<file path="src/rtl/mem_ctrl.sv">
// Byte-wide system memory bus initiator: splits one 1/2/4-byte load or store into
// little-endian byte accesses, tolerating rdy_in pauses and the IO write throttle.
module mem_ctrl #(
   parameter int RAM_ADDR_WIDTH = 17
) (
   input  logic        clk_in,
   input  logic        rst_in,
   input  logic        rdy_in,
   input  logic        io_buffer_full,
   input  logic        req_valid,
   output logic        req_ready,
   input  logic        req_wr,
   input  logic [1:0]  req_size,
   input  logic [31:0] req_addr,
   input  logic [31:0] req_wdata,
   output logic        rsp_valid,
   output logic [31:0] rsp_rdata,
   output logic [31:0] mem_a,
   output logic        mem_wr,
   output logic [7:0]  mem_dout,
   input  logic [7:0]  mem_din
);

   // state   | meaning
   // S_IDLE  | waiting for a request; rsp_valid pulses in the entry cycle
   // S_READ  | driving load bytes onto the bus
   // S_WRITE | driving store bytes onto the bus
   // S_DRAIN | capturing the last load byte one cycle after its issue
   typedef enum logic [1:0] {S_IDLE, S_READ, S_WRITE, S_DRAIN} state_t;

   state_t      state_q, state_d;
   logic [1:0]  cnt_q;
   logic [1:0]  last_q;
   logic [1:0]  next_cnt;
   logic [31:0] wdata_q;
   logic [23:0] rbuf_q;
   logic        rd_iss_q;
   logic [1:0]  rd_idx_q;
   logic        wr_reg_q;
   logic        io_addr;
   logic        io_block;
   logic        issue;
   logic        accept;
   logic        is_last;
   logic [31:0] rd_word;

   assign io_addr   = (mem_a[RAM_ADDR_WIDTH:RAM_ADDR_WIDTH-1] == 2'b11);
   assign io_block  = wr_reg_q & io_addr & io_buffer_full;
   assign mem_wr    = wr_reg_q & ~io_block;
   assign req_ready = (state_q == S_IDLE);
   assign accept    = req_valid & req_ready;
   assign issue     = ((state_q == S_READ) || (state_q == S_WRITE)) && rdy_in && !io_block;
   assign is_last   = (cnt_q == last_q);
   assign next_cnt  = cnt_q + 2'd1;

   // Bytes beyond the request length stay zero because rbuf_q is cleared at accept.
   always_comb begin
      rd_word = {8'h00, rbuf_q};
      rd_word[{rd_idx_q, 3'b000} +: 8] = mem_din;
   end

   always_ff @(posedge clk_in or negedge rst_in) begin
      if (!rst_in) state_q <= S_IDLE;
      else         state_q <= state_d;
   end

   always_comb begin
      state_d = state_q;
      case (state_q)
         S_IDLE:  if (accept) state_d = req_wr ? S_WRITE : S_READ;
         S_READ:  if (issue && is_last) state_d = S_DRAIN;
         S_WRITE: if (issue && is_last) state_d = S_IDLE;
         S_DRAIN: if (rd_iss_q) state_d = S_IDLE;
         default: state_d = S_IDLE;
      endcase
   end

   always_ff @(posedge clk_in or negedge rst_in) begin
      if (!rst_in) begin
         cnt_q     <= 2'd0;
         last_q    <= 2'd0;
         wdata_q   <= 32'h0;
         rbuf_q    <= 24'h0;
         rd_iss_q  <= 1'b0;
         rd_idx_q  <= 2'd0;
         wr_reg_q  <= 1'b0;
         mem_a     <= 32'h0;
         mem_dout  <= 8'h0;
         rsp_valid <= 1'b0;
         rsp_rdata <= 32'h0;
      end else begin
         rsp_valid <= 1'b0;
         rd_iss_q  <= (state_q == S_READ) && issue;
         rd_idx_q  <= cnt_q;

         // Capture is keyed only on the previous cycle's issue; rdy_in now is irrelevant.
         if (rd_iss_q) begin
            rbuf_q <= rd_word[23:0];
            if (state_q == S_DRAIN) begin
               rsp_rdata <= rd_word;
               rsp_valid <= 1'b1;
            end
         end

         if (accept) begin
            mem_a    <= req_addr;
            wdata_q  <= req_wdata;
            mem_dout <= req_wdata[7:0];
            wr_reg_q <= req_wr;
            cnt_q    <= 2'd0;
            last_q   <= (req_size == 2'd0) ? 2'd0 : (req_size == 2'd1) ? 2'd1 : 2'd3;
            rbuf_q   <= 24'h0;
         end else if (issue) begin
            if (is_last) begin
               wr_reg_q <= 1'b0;
               if (state_q == S_WRITE) rsp_valid <= 1'b1;
            end else begin
               cnt_q    <= next_cnt;
               mem_a    <= mem_a + 32'd1;
               mem_dout <= wdata_q[{next_cnt, 3'b000} +: 8];
            end
         end
      end
   end

endmodule
</file>
<file path="config.mk">
export PLATFORM = sky130hd
export DESIGN_NAME = mem_ctrl
export DESIGN_NICKNAME = d
export VERILOG_FILES = /design/src/rtl/mem_ctrl.sv
export SDC_FILE = /design/constraint.sdc
export NUM_CORES = 1
export LEC_CHECK = 0
export CAP_MARGIN = 10
export CORE_MARGIN = 3
export CORE_UTILIZATION = 50
export DETAILED_ROUTE_END_ITERATION = 8
export PLACE_DENSITY_LB_ADDON = 0.3
export SETUP_SLACK_MARGIN = 0.02
export SKIP_LAST_GASP = 1
export SLEW_MARGIN = 20
export SYNTH_ARGS = -nofsm -noshare
export SYNTH_HDL_FRONTEND = slang
export SYNTH_SLANG_ARGS = --single-unit
</file>
<file path="constraint.sdc">
create_clock -name clk_in -period 2.9 [get_ports clk_in]
set_input_delay 0.58 -clock clk_in [delete_from_list [all_inputs] [get_ports clk_in]]
set_output_delay 0.58 -clock clk_in [all_outputs]
set_load 0.03 [all_outputs]
</file>
==> out/summary.txt <==
=================================================================================
Top_reg_cell synth                                                        dfrtp_1
Overall routed net length                                                 18.1 mm
Most used cells in the layout excluding fill and tap cells           158 x nand2_1, 153 x clkdlybuf4s50_1, 139 x dfrtp_1
Warnings, synthesis                                                             0
Most common cell after layout, fill and taps aside                        nand2_1
Post-CTS Setup Repair Bufs                                                      0
Hold buffer count at cts                                                        0
Clock tree from TritonCTS                                                    done
Unique masters post-synth                                                      47
Worst-Skew Late Latency                                                   0.42 ns
Most utilized layer in the global route result                               met2
Number of top-level design ports                                              155
Final layout net count                                                        939
Clk root buf                                                            clkbuf_16
Peak fanout along the critical path                                             6
Average instance area after synthesis                                    9.51 um2
Peak clock frequency supported by timing                                0.386 GHz
Cts bufs inserted                                                              17
Final Total Pwr                                                           10.1 mW
Detailed Routing Iterations Pass 1                                              6
Fraction of post-synthesis cell area in the top cell type by area           51.8%
Worst min path class                                                     in2async
Clock skew                                                             0.00976 ns
Final count of pins violating max slew                                          0
Wirelength per Cell                                                       17.6 um
Antenna violations before repair                                                0
Time the final worst path needs with I/O delays and setup                 2.59 ns
Instance count of the mapped netlist                                          706
Post-route antenna net violation count                                          0
Initial core utilization                                                    52.2%
Cells along the critical path                                        inv_1, ha_1, clkdlybuf4s50_1
Register-to-register setup slack                                          0.66 ns
Syn_nets                                                                      797
Final number of hold-violating endpoints                                        0
Iter 0 DRT Violations                                                         554
Total routing usage reported by global routing                              25.3%
Worst Path Class, Setup                                                   reg2out
Library cell with the largest summed area after synthesis                 dfrtp_1
Met2 routing resource usage after global routing                            40.8%
Placed cells                                                                 1001
Number of maximum-capacitance violations                                        0
Worst EP arrival                                                          2.01 ns
Final number of setup-violating endpoints                                       0
Max transition margin                                                       36.4%
Level count of the clock H-tree                                                 4
Share of the yosys chip area belonging to registers                         51.8%
Placeable core area                                                     12900 um2
Dominant cells by area after synthesis                               dfrtp_1 52%, nand2_1 8.9%, a22oi_1 4.2%
Row Count                                                                      41
Share of the clock period used by the worst path                            89.2%
Die Y-Extent                                                               122 um
Global-route wire length before repair                                    30.0 mm
Met1 usage                                                                  34.2%
Count of filler cells inserted in the layout                                  967
Count of flip-flops with a built-in enable after synthesis                      0
FFs w/ async S/R, synth                                                      100%
Least-Margin Pin Slew                                                    0.950 ns
Setup slack of the critical path after layout                            0.312 ns
Leak Pwr                                                                  3.93 nW
Buffers on Ports                                                              154
RSZ-0062 raised after global routing                                           no
Max VDD drop                                                             0.536 mV
Resize count post-CTS                                                           0
Status                                                               finished clean
Via density                                                                  5.97
Pin count of the biggest net entering global routing                           78
Design area                                                              9070 um2
Placer's final routability congestion estimate                              0.842
Die Wd                                                                     122 um
Worst Path Required                                                       2.32 ns
Sum of negative setup slack                                                  0 ns
Type of origin of the critical path                                          flop
Total congestion overflow                                                       0
Count of vias placed by the detailed router                                  6163
Number of global-route vias before repair                                    6095
PD cells                                                              1110 nW/um2
Share of post-route cells with drive strength above 1                       6.74%
Maximum single-stage delay on the critical path                           0.75 ns
Cell Area, Synth                                                         6720 um2
Placed Area                                                              8450 um2
Post-Place Worst Slack                                                   0.384 ns
Register clock-pin slew on the reported worst setup and hold paths        0.06 ns
Slowest library cell on the worst path                               clkdlybuf4s50_1
DIE AREA                                                                14900 um2
Met3 Resource Use GR                                                        5.62%
Number of clock sinks seen by CTS                                             139
Area overhead of the layout relative to synthesis                           35.1%
Detailed placer's ending HPWL                                             12.4 mm
Clock Path Buffers                                                              2
# DRC                                                                           0
Endpoint class of the critical path                                    output pin
ANT cells                                                                       0
Post-route insts no fill                                                     1032
Post-synthesis register bit count                                             139
=================================================================================
[metrics by stage]
| step | hold WS, ns | util (%) |
|---|---|---|
| final | 0.144 | 70.5 |
| after global routing | 0.176 | 70.5 |
| after CTS | 0.157 | 70.5 |
| after detailed placement | 0.463 | 65.6 |
| after global placement | 0.453 | 65.6 |
| after floorplan | 0.284 | - |
[cell usage after synthesis (2+ instances only)]
master,instances
nor4_1,4
xor2_1,2
mux4_2,8
a31oi_1,25
a21boi_0,2
or4_1,19
xnor2_1,4
nand3_1,11
a22o_1,8
o21ai_0,45
a41o_1,3
nor2b_1,8
a22oi_1,38
clkbuf_1,39
dfrtp_1,139
or3_1,8
a211oi_1,2
nor2_1,50
nor4bb_1,2
and3_1,10
nand4_1,14
ha_1,11
buf_2,2
o211ai_1,6
nand2_1,159
mux2i_1,11
inv_1,13
and2_1,7
buf_1,4
o31ai_1,17
a21oi_1,12
and4_1,4
nand2b_1,5
[routing by layer]
layer	vias up	share of wire, %
met5	-	0
met4	0	1.8
li1	2832	-
met2	265	50
met1	3034	42
met3	32	6.3
[registers in the layout, indices dropped and copies added (netlist names)]
signal and flops:
mem_a 32, rsp_rdata 32, wdata_q 32, rbuf_q 24, mem_dout 8, cnt_q 2, last_q 2, rd_idx_q 2
state_q 2, rd_iss_q 1, rsp_valid 1, wr_reg_q 1
[cells by family after synthesis]
family | Yosys count | synth area share, %
AO/OA/AOI/OAI | 168 | 16.7
XOR/XNOR | 6 | 0.783
adder cells (fa/ha/maj) | 11 | 2.05
buffers and inverters | 59 | 3.34
flip-flops | 139 | 51.8
multiplexers | 19 | 4.32
AND/OR/NAND/NOR | 304 | 21.0
[worst max-delay path, delay by kind of cell, from the launching register on]
kind,cells,cell delay [ns]
buffers and inverters,2,0.88
DFF,1,0.40
adders and majority gates,1,0.31
[power by group]
| group | internal [mW] | switching (mW) |
|---|---|---|
| combinational | 1.82 | 2.58 |
| clock | 1.48 | 0.823 |
| sequential | 2.68 | 0.683 |
| total | 5.98 | 4.08 |
[final timing paths]
check / from / depth (start not counted) / to
hold reg to reg: wdata_q[6] / 2 / wdata_q[6]
setup / recovery: state_q[1] / 3 / req_ready
hold / removal: rst_in / 1 / mem_a[12]
max in group asynchronous: rst_in / 2 / mem_a[20]
setup reg to reg: state_q[1] / 6 / mem_a[11]
min in group clk_in: wdata_q[6] / 2 / wdata_q[6]
[final cells by class]
type                    count  area (um2)  share of cell area, %
inverters                  14        52.6                  0.579
well taps                 172         215                   2.37
multi-input cells         508        3020                   33.2
flip-flops and latches    139        3480                   38.3
clock buffers              20         457                   5.03
clock inverters            11         169                   1.86
repair buffers            168        1690                   18.6
Note: power is estimated with default switching activity, not from simulation.
